$ cat src/rtl/bicubic_tap_sequencer.sv
// bicubic_tap_sequencer: walks the 16 bicubic neighbour taps of every
// destination pixel and presents one tap per valid/ready handshake.
// Source coordinates come from incremental Q.8 accumulators (no multiply).
module bicubic_tap_sequencer #(
  parameter int SHIFT_AMOUNT = 8,
  parameter int DIM_W        = 16
) (
  input  logic                    clk,
  input  logic                    rst_n,
  input  logic                    start,
  input  logic [DIM_W-1:0]        src_rows,
  input  logic [DIM_W-1:0]        src_cols,
  input  logic [DIM_W-1:0]        dst_rows,
  input  logic [DIM_W-1:0]        dst_cols,
  input  logic signed [31:0]      x_ratio,
  input  logic signed [31:0]      y_ratio,
  output logic                    busy,
  output logic                    done,
  output logic                    out_valid,
  input  logic                    out_ready,
  output logic [DIM_W-1:0]        out_i,
  output logic [DIM_W-1:0]        out_j,
  output logic signed [2:0]       out_m,
  output logic signed [2:0]       out_n,
  output logic signed [31:0]      out_x_old,
  output logic signed [31:0]      out_y_old,
  output logic [DIM_W-1:0]        out_src_x,
  output logic [DIM_W-1:0]        out_src_y,
  output logic signed [31:0]      out_dx,
  output logic signed [31:0]      out_dy,
  output logic                    out_last_tap,
  output logic                    out_last_pixel
);

  typedef enum logic [1:0] {ST_IDLE = 2'd0, ST_RUN = 2'd1, ST_FLUSH = 2'd2} state_t;

  state_t           r_state;
  logic [DIM_W-1:0] r_src_rows, r_src_cols, r_dst_rows, r_dst_cols;
  logic [31:0]      r_x_ratio, r_y_ratio;
  logic [31:0]      r_x_acc, r_y_acc;
  logic [1:0]       r_m_idx, r_n_idx;   // tap offset + 1, i.e. 0..3

  logic [DIM_W-1:0] w_cfg_src_rows, w_cfg_src_cols, w_cfg_dst_rows, w_cfg_dst_cols;
  logic [DIM_W-1:0] w_nx_i, w_nx_j;
  logic [1:0]       w_nx_m, w_nx_n;
  logic [31:0]      w_nx_x_acc, w_nx_y_acc;
  logic             w_accept, w_final, w_start_ok, w_load;

  // Anchor plus tap offset, clamped into [0, dim-1]; an empty dimension clamps to 0.
  function automatic logic [DIM_W-1:0] clamp_coord(input logic [31:0] acc,
                                                   input logic [1:0]  idx,
                                                   input logic [DIM_W-1:0] dim);
    logic signed [33:0] pos;
    logic signed [33:0] lim;
    pos = $signed({2'b00, acc >> SHIFT_AMOUNT}) + $signed({32'd0, idx}) - 34'sd1;
    lim = $signed({{(34-DIM_W){1'b0}}, dim}) - 34'sd1;
    if (dim == {DIM_W{1'b0}}) begin
      clamp_coord = {DIM_W{1'b0}};
    end else if (pos < 34'sd0) begin
      clamp_coord = {DIM_W{1'b0}};
    end else if (pos > lim) begin
      clamp_coord = dim - DIM_W'(1);
    end else begin
      clamp_coord = pos[DIM_W-1:0];
    end
  endfunction

  // Fractional part of the accumulator minus the tap offset, in Q.8.
  function automatic logic signed [31:0] frac_offset(input logic [31:0] acc,
                                                     input logic [1:0]  idx);
    logic [31:0]        frac;
    logic signed [31:0] tap;
    frac        = acc & ((32'd1 << SHIFT_AMOUNT) - 32'd1);
    tap         = $signed({30'd0, idx}) - 32'sd1;
    frac_offset = $signed(frac) - (tap <<< SHIFT_AMOUNT);
  endfunction

  assign w_accept   = out_valid && out_ready;
  assign w_final    = out_last_tap && out_last_pixel;
  assign w_start_ok = (dst_rows != {DIM_W{1'b0}}) && (dst_cols != {DIM_W{1'b0}});
  assign w_load     = ((r_state == ST_IDLE) && start && w_start_ok) ||
                      ((r_state == ST_RUN) && w_accept && !w_final);

  // Next tap position: first tap of a frame from IDLE, otherwise n, m, j, i odometer.
  always_comb begin
    w_cfg_src_rows = r_src_rows;
    w_cfg_src_cols = r_src_cols;
    w_cfg_dst_rows = r_dst_rows;
    w_cfg_dst_cols = r_dst_cols;
    w_nx_i         = out_i;
    w_nx_j         = out_j;
    w_nx_m         = r_m_idx;
    w_nx_n         = r_n_idx;
    w_nx_x_acc     = r_x_acc;
    w_nx_y_acc     = r_y_acc;
    if (r_state == ST_IDLE) begin
      w_cfg_src_rows = src_rows;
      w_cfg_src_cols = src_cols;
      w_cfg_dst_rows = dst_rows;
      w_cfg_dst_cols = dst_cols;
      w_nx_i         = {DIM_W{1'b0}};
      w_nx_j         = {DIM_W{1'b0}};
      w_nx_m         = 2'd0;
      w_nx_n         = 2'd0;
      w_nx_x_acc     = 32'd0;
      w_nx_y_acc     = 32'd0;
    end else if (r_n_idx != 2'd3) begin
      w_nx_n = r_n_idx + 2'd1;
    end else begin
      w_nx_n = 2'd0;
      if (r_m_idx != 2'd3) begin
        w_nx_m = r_m_idx + 2'd1;
      end else begin
        w_nx_m = 2'd0;
        if (out_j != r_dst_cols - DIM_W'(1)) begin
          w_nx_j     = out_j + DIM_W'(1);
          w_nx_x_acc = r_x_acc + r_x_ratio;
        end else begin
          w_nx_j     = {DIM_W{1'b0}};
          w_nx_x_acc = 32'd0;
          if (out_i != r_dst_rows - DIM_W'(1)) begin
            w_nx_i     = out_i + DIM_W'(1);
            w_nx_y_acc = r_y_acc + r_y_ratio;
          end else begin
            w_nx_i     = out_i;
            w_nx_y_acc = r_y_acc;
          end
        end
      end
    end
  end

  // Control FSM: frame sequencing, busy/valid/done flags.
  always_ff @(posedge clk or negedge rst_n) begin
    if (!rst_n) begin
      r_state   <= ST_IDLE;
      busy      <= 1'b0;
      done      <= 1'b0;
      out_valid <= 1'b0;
    end else begin
      case (r_state)
        ST_IDLE: begin
          done <= 1'b0;
          if (start && w_start_ok) begin
            r_state   <= ST_RUN;
            busy      <= 1'b1;
            out_valid <= 1'b1;
          end else if (start) begin
            r_state <= ST_FLUSH;
            done    <= 1'b1;
          end else begin
            r_state <= ST_IDLE;
          end
        end
        ST_RUN: begin
          if (w_accept && w_final) begin
            r_state   <= ST_FLUSH;
            busy      <= 1'b0;
            out_valid <= 1'b0;
            done      <= 1'b1;
          end else begin
            r_state <= ST_RUN;
          end
        end
        ST_FLUSH: begin
          r_state <= ST_IDLE;
          done    <= 1'b0;
        end
        default: begin
          r_state   <= ST_IDLE;
          busy      <= 1'b0;
          done      <= 1'b0;
          out_valid <= 1'b0;
        end
      endcase
    end
  end

  // Datapath: config latch on start and registered tap fields on every advance.
  always_ff @(posedge clk or negedge rst_n) begin
    if (!rst_n) begin
      r_src_rows <= {DIM_W{1'b0}};
      r_src_cols <= {DIM_W{1'b0}};
      r_dst_rows <= {DIM_W{1'b0}};
      r_dst_cols <= {DIM_W{1'b0}};
      r_x_ratio  <= 32'd0;
      r_y_ratio  <= 32'd0;
      r_x_acc    <= 32'd0;
      r_y_acc    <= 32'd0;
      r_m_idx    <= 2'd0;
      r_n_idx    <= 2'd0;
      out_i          <= {DIM_W{1'b0}};
      out_j          <= {DIM_W{1'b0}};
      out_m          <= 3'sd0;
      out_n          <= 3'sd0;
      out_x_old      <= 32'sd0;
      out_y_old      <= 32'sd0;
      out_src_x      <= {DIM_W{1'b0}};
      out_src_y      <= {DIM_W{1'b0}};
      out_dx         <= 32'sd0;
      out_dy         <= 32'sd0;
      out_last_tap   <= 1'b0;
      out_last_pixel <= 1'b0;
    end else begin
      if ((r_state == ST_IDLE) && start) begin
        r_src_rows <= src_rows;
        r_src_cols <= src_cols;
        r_dst_rows <= dst_rows;
        r_dst_cols <= dst_cols;
        r_x_ratio  <= x_ratio;
        r_y_ratio  <= y_ratio;
      end
      if (w_load) begin
        r_x_acc        <= w_nx_x_acc;
        r_y_acc        <= w_nx_y_acc;
        r_m_idx        <= w_nx_m;
        r_n_idx        <= w_nx_n;
        out_i          <= w_nx_i;
        out_j          <= w_nx_j;
        out_m          <= 3'({1'b0, w_nx_m}) - 3'd1;
        out_n          <= 3'({1'b0, w_nx_n}) - 3'd1;
        out_x_old      <= $signed(w_nx_x_acc >> SHIFT_AMOUNT);
        out_y_old      <= $signed(w_nx_y_acc >> SHIFT_AMOUNT);
        out_src_x      <= clamp_coord(w_nx_x_acc, w_nx_n, w_cfg_src_cols);
        out_src_y      <= clamp_coord(w_nx_y_acc, w_nx_m, w_cfg_src_rows);
        out_dx         <= frac_offset(w_nx_x_acc, w_nx_n);
        out_dy         <= frac_offset(w_nx_y_acc, w_nx_m);
        out_last_tap   <= (w_nx_m == 2'd3) && (w_nx_n == 2'd3);
        out_last_pixel <= (w_nx_i == w_cfg_dst_rows - DIM_W'(1)) &&
                          (w_nx_j == w_cfg_dst_cols - DIM_W'(1));
      end
    end
  end

endmodule

$ cat config.mk
export PLATFORM = sky130hd
export DESIGN_NAME = bicubic_tap_sequencer
export DESIGN_NICKNAME = d
export VERILOG_FILES = /design/src/rtl/bicubic_tap_sequencer.sv
export SDC_FILE = /design/constraint.sdc
export NUM_CORES = 1
export LEC_CHECK = 0
export BUFFER_PORTS_ARGS = -buffer_cell sky130_fd_sc_hd__buf_2
export CAP_MARGIN = 20
export CORE_ASPECT_RATIO = 0.9
export CORE_MARGIN = 2
export CORE_UTILIZATION = 53
export DETAILED_ROUTE_END_ITERATION = 12
export PLACE_DENSITY = 0.75
export SYNTH_ARGS = -nofsm -noshare
export SYNTH_HDL_FRONTEND = slang
export SYNTH_SLANG_ARGS = --single-unit
$ cat constraint.sdc
create_clock -name clk -period 13.6 [get_ports clk]
set_input_delay 2.04 -clock clk [delete_from_list [all_inputs] [get_ports clk]]
set_output_delay 2.04 -clock clk [all_outputs]
set_load 0.01 [all_outputs]
# Word-level counts from Yosys, hierarchy flattened
# Cells that the tools add are included.
# totals
register_bits	384
in_bits	132
out_inout_bits	203
wordCells	129
# op_classes
addsub	24
order_cmp	4
n_eq_ne	12
n_mux	44
bitwise_logic	1
reduce_logical	19
# op_table
operator	count
16-bit 2-to-1 mux	19
32-bit 2-to-1 mux	9
16-bit by 1-bit subtractor with 16-bit output (second input constant)	6
32-bit adder	2
26-bit by 17-bit greater-than comparator with 1-bit output	2
26-bit by 1-bit less-than comparator with 1-bit output (second input constant)	2
25-bit by 1-bit subtractor with 26-bit output (second input constant)	2
24-bit by 2-bit adder with 25-bit output	2
16-bit by 1-bit subtractor with 17-bit output (second input constant)	2
16-bit by 1-bit adder with 16-bit output (second input constant)	2
16-bit == test	2
16-bit zero test	2
16-bit inequality test	2
16-bit nonzero test	2
9-bit by 11-bit subtractor with 12-bit output	2
2-bit 2-to-1 mux	8
2-bit by 1-bit subtractor with 3-bit output (second input constant)	4
1-bit logical AND	11
2-bit == test (second input constant)	3
1-bit 2-to-1 mux	5
2-bit by 1-bit adder with 2-bit output (second input constant)	2
2-bit by 1-bit inequality test with 1-bit output (second input constant)	2
2-bit inequality test (second input constant)	2
2-bit one-hot mux with 2 select lines	1
8 further kinds	8

# Logic depth before layout (Yosys ltp)
# logic_depth
depth_word	13
ltp_mapped	42
ltp_nobuf	38

# Least setup slack after synthesis
# OpenSTA, ideal clock, no wires.
# synth_path
path_type	flip-flop to flip-flop
startpoint	reg out_dx[0] (netlist name)
endpoint	reg out_src_x[14]
setup_time_ns	0.083
t_arrival_ns	7.884
t_required_ns	13.517
setup_slack_ns	5.633
path_stages_with_launch	35
path_buffers	2
synth_period_minus_slack_ns	7.967
cell_sequence	dfrtp_1 -> ha_1 -> fa_1 -> a21o_1 -> a21o_1 -> a2111oi_0 -> o31ai_1 -> o31ai_1 -> nor2b_1 -> o21ai_0 -> nand2b_1 -> xor2_1 -> a22oi_1 -> inv_1 -> ha_1 -> or3_1 -> a211oi_1 -> o21bai_1 -> a21oi_1 -> o21bai_1 -> a221oi_1 -> a211oi_1 -> a41o_1 -> o41a_1 -> xor2_1 -> ha_1 -> nor2b_1 -> o21ai_0 -> nand2_1 -> a2111oi_0 -> a21o_1 -> clkbuf_1 -> clkbuf_1 -> a21oi_1 -> o21ai_0
# synth_rtl
element	line	rtl
to (signal assigned)	198	out_src_x <= {DIM_W{1'b0}};
to (signal assigned)	224	out_src_x <= clamp_coord(w_nx_x_acc, w_nx_n, w_cfg_src_cols);
to (decl)	27	output logic [DIM_W-1:0] out_src_x,

# Final worst setup path
# layout_path
startpoint	reg r_dst_cols[1]
endpoint	reg out_src_x[2]
# layout_between
elab_chain_cells	12
word_cells_on_any_way	13
classes_between	add/sub: 3; order compare: 2; eq/ne: 1; mux: 7
# layout_lines
element	line	rtl
from (decl)	38	logic [DIM_W-1:0] r_src_rows, r_src_cols, r_dst_rows, r_dst_cols;
from (signal assigned)	185	r_dst_cols <= {DIM_W{1'b0}};
from (signal assigned)	209	r_dst_cols <= dst_cols;
16-bit by 1-bit subtractor with 16-bit output (*)	115	if (out_j != r_dst_cols - DIM_W'(1)) begin
16-bit inequality test (*)	115	
32-bit 2-to-1 mux (*)	115	
32-bit 2-to-1 mux (*)	111	if (r_m_idx != 2'd3) begin
32-bit 2-to-1 mux (*)	107	end else if (r_n_idx != 2'd3) begin
32-bit 2-to-1 mux (*)	96	if (r_state == ST_IDLE) begin
24-bit by 2-bit adder with 25-bit output (*)	55	pos = $signed({2'b00, acc >> SHIFT_AMOUNT}) + $signed({32'd0, idx}) - 34'sd1;
25-bit by 1-bit subtractor with 26-bit output (*)	55	
26-bit by 17-bit greater-than comparator with 1-bit output	61	end else if (pos > lim) begin
16-bit 2-to-1 mux	61	
16-bit 2-to-1 mux (*)	59	end else if (pos < 34'sd0) begin
16-bit 2-to-1 mux (*)	57	if (dim == {DIM_W{1'b0}}) begin
# Every way passes the cells marked *; elsewhere a longest branch is shown, timed or not.
# A chain may end at the register's enable or synchronous reset.

==> run summary <==
- initial antenna violation count: 7
- proportion of layout cells with a drive suffix above 1: 15.1%
- most common flop cell mapped by yosys: sky130_fd_sc_hd__dfrtp_1
- unrepaired setup endpoints after global routing: false
- clock skew after layout: 16.2 ps
- CTS-repair resized insts: 0
- clock network fraction of design power: 17.7%
- fraction of power spent switching nets: 45.5%
- Vert. Die Dim: 206 um
- maximum number of pins on one net before global-route repair: 188
- Final Total Pwr: 5230 uW
- Fmax: 116 MHz
- final worst-path cycle share: 63.7%
- clock tree from TritonCTS: yes
- buffers inserted by post-CTS timing repair: 0
- Post-Synthesis Cells: 3007
- H-tree depth: 2
- DRC marker count from the first detailed-route iteration: 2248
- met2 Resource Use GR: 49.6%
- Total Routing Usage GR: 31.9%
- type of the tightest min-delay check: reg -> reg
- sequential share of the synthesized area: 28.4%
- critical path arrival: 9120 ps
- Worst IR Drop VDD: 0.115 mV
- standby leakage power: 0.0132 uW
- Via density: 6.05
- Setup Crit Path Kind: reg -> reg
- kind of end point of the critical path: register
- total standard cell area after synthesis: 0.0240 mm2
- syn_area_per_cell: 7.97 um2
- met1 usage: 44.8%
- Synth top area share: 28.4%
- input/output buffers: 318
- via count of the first global-routing pass: 21.8k
- Final Hold Slack: 470 ps
- final count of negative-setup-slack endpoints: 0
- number of synthesized register bits: 272
- Synthesis Warnings: 0
- first-pass GRT wire length: 120 mm
- most used routing layer in global routing: met2
- worst slew margin relative to its limit: 17.8%
- average wire length per cell after detail routing: 20.1 um
- Post-synth EDFFs: 0
- slew of the pin with the lowest slew margin: 1230 ps
- Tmin final: 8660 ps
- clock input transition at the sequential cells of the worst setup and hold paths: 60 ps
- most common cell after layout, fill and taps aside: sky130_fd_sc_hd__nand2_1
- CP Max Fanout: 26
- Worst path slowest cell: sky130_fd_sc_hd__nor3_1
- Post-CTS Hold Buffers: 0
- GR Layer Usage met3: 6.26%
- gpl congestion: 0.945
- most frequent CP cell: sky130_fd_sc_hd__o21ai_0
- final net count: 3505
- area of all placed cells without fillers: 0.0267 mm2
- crit-path max cell delay: 610 ps
- startpoint types: register
- post-detailed-routing wire length: 76.5 mm
- power share of the sequential group: 24.1%
- filler instances: 4031
- floorplan die width: 228 um
- Area growth syn-to-layout: 11.3%
- max-slew violations: 0
- total CTS buffers: 35
- cell type with the highest aggregate area in the netlist: sky130_fd_sc_hd__dfrtp_1
- cell-internal power: 2850 uW
- insertion delay of the later-clocked pin in the worst-skew pair: 550 ps
- Max Cap Viol: 0
- standard-cell rows: 73
- hold violation total from the final report: 0
- initial core utilization: 54.0%
- total number of vias: 23.1k
- iteration count of the initial detailed-routing pass: 5
- share of power burned in combinational logic: 58.2%
- synth top area cells: sky130_fd_sc_hd__dfrtp_1 (28%), sky130_fd_sc_hd__nand2_1 (9.5%), sky130_fd_sc_hd__ha_1 (9.4%), sky130_fd_sc_hd__xnor2_1 (4.7%), sky130_fd_sc_hd__mux2i_1 (3.6%)
- proportion of synthesized flip-flops having asynchronous set or reset: 100%
- die area: 0.0470 mm2
- clock sink count: 272
- core area: 0.0444 mm2
- count of boundary I/O pins: 335
- Synth cell types: 102
- placed standard-cell area: 0.0256 mm2
- clock buffer depth: 3
- required time reported for the critical path endpoint: 14060 ps
- Final TNS setup: 0 ps
- commonest cells after routing, fill and taps aside: sky130_fd_sc_hd__nand2_1 (606), sky130_fd_sc_hd__buf_2 (317), sky130_fd_sc_hd__dfrtp_1 (272), sky130_fd_sc_hd__ha_1 (180), sky130_fd_sc_hd__o21ai_0 (164)
- status: complete, no violations
- root cell of the clock tree: sky130_fd_sc_hd__clkbuf_16
- power dissipated by switching net loads: 2380 uW
- final routed DRC violation total: 0
- total power divided by cell area: 196 mW/mm2
- HPWL after detailed placement: 56.6 mm
- number of nets still failing antenna checks after routing: 0
- Remaining Overflow, GRT: 0
==> metal layers <==
metal | up-vias | routed length [um]
met5 | - | 41
met1 | 11000 | 34500
li1 | 10900 | -
met3 | 147 | 6260
met4 | 6 | 2100
met2 | 955 | 33600
==> worst max-delay path, delay by kind of cell, from the launching register on <==
family | cells | cell delay, ps
compound gates | 16 | 3620
xor+xnor | 1 | 160
fa+ha+maj | 5 | 1040
buf+inv | 5 | 700
flops | 1 | 420
mux | 1 | 390
simple gates | 10 | 2230
==> path summary, 6_finish.rpt <==
check	startpoint	end	slack (ps)	depth (start not counted)
max	r_dst_cols[1]$_DFFE_PN0P_	out_src_x[2]$_DFFE_PN0P_	4940	38
max in group asynchronous	rst_n	r_x_acc[20]$_DFFE_PN0P_	10540	2
max reg2reg	r_dst_cols[1]$_DFFE_PN0P_	out_src_x[2]$_DFFE_PN0P_	4940	38
min in group asynchronous	rst_n	r_dst_cols[7]$_DFFE_PN0P_	1480	1
min	out_m[2]$_DFFE_PN0P_	out_m[2]$_DFFE_PN0P_	470	2
min reg2reg	out_m[2]$_DFFE_PN0P_	out_m[2]$_DFFE_PN0P_	470	2
==> logic make-up after synthesis <==
group                      synth area share, %
xor gates and xnor gates                  8.15
buffers and inverters                     6.35
DFF                                       28.4
and+or+nand+nor                           23.4
other                                   0.0156
adders and majority gates                 9.73
AOI/OAI and AO/OA                         20.0
muxes                                     3.91
==> power groups by stage <==
stage	registers [uW]	logic, uW	clock network, uW
2_1_floorplan	1180	2330	0
3_3_place_gp	1250	2890	0
3_5_place_dp	1260	2990	0
4_1_cts	1250	3010	945
5_1_grt	1290	3380	979
6_report	1260	3050	927
==> sequential cells by signal (all words and copies together), names as in the netlist, 3 cells and up <==
register	flops
out_i	16
out_n	3
out_src_y	16
out_j	16
r_y_acc	24
out_m	3
out_src_x	16
out_dx	9
r_dst_rows	16
r_y_ratio	32
out_dy	8
r_dst_cols	16
r_src_rows	16
r_x_ratio	32
r_x_acc	24
r_src_cols	16
==> final cells by class <==
| type | count | area (um2) | share of cell area (%) |
|---|---|---|---|
| flip-flops and latches | 272 | 6810 | 25.5 |
| repair buffers | 350 | 1870 | 7.00 |
| clock inverters | 8 | 90.1 | 0.338 |
| inverters | 98 | 368 | 1.38 |
| clock buffers | 50 | 1020 | 3.84 |
| diodes | 3 | 7.51 | 0.0281 |
| well taps | 600 | 751 | 2.81 |
| multi-input cells | 2432 | 15800 | 59.1 |
==> Yosys cell counts (30+ instances only) <==
master,count
sky130_fd_sc_hd__nand2b_1,30
sky130_fd_sc_hd__clkbuf_1,114
sky130_fd_sc_hd__inv_1,98
sky130_fd_sc_hd__a211oi_1,33
sky130_fd_sc_hd__xor2_1,95
sky130_fd_sc_hd__nor2_1,165
sky130_fd_sc_hd__a21oi_1,161
sky130_fd_sc_hd__xnor2_1,128
sky130_fd_sc_hd__nand3_1,51
sky130_fd_sc_hd__mux2i_1,87
sky130_fd_sc_hd__buf_4,67
sky130_fd_sc_hd__nand4_1,39
sky130_fd_sc_hd__a22o_1,36
sky130_fd_sc_hd__dfrtp_1,272
sky130_fd_sc_hd__o31ai_1,30
sky130_fd_sc_hd__ha_1,180
sky130_fd_sc_hd__o21a_1,39
sky130_fd_sc_hd__o21ai_0,164
sky130_fd_sc_hd__nand2_1,607
sky130_fd_sc_hd__nor3_1,120
sky130_fd_sc_hd__a21o_1,71
==> metrics by stage <==
step	util (%)	std cells	setup WS, ps
6_report	60.1	3813	4940
5_1_grt	60.1	3812	4280
4_1_cts	60.1	3809	4990
3_5_place_dp	57.6	3751	5050
3_3_place_gp	57.6	3751	5320
2_1_floorplan	-	3022	5630
Note: power is estimated with default switching activity, not from simulation.
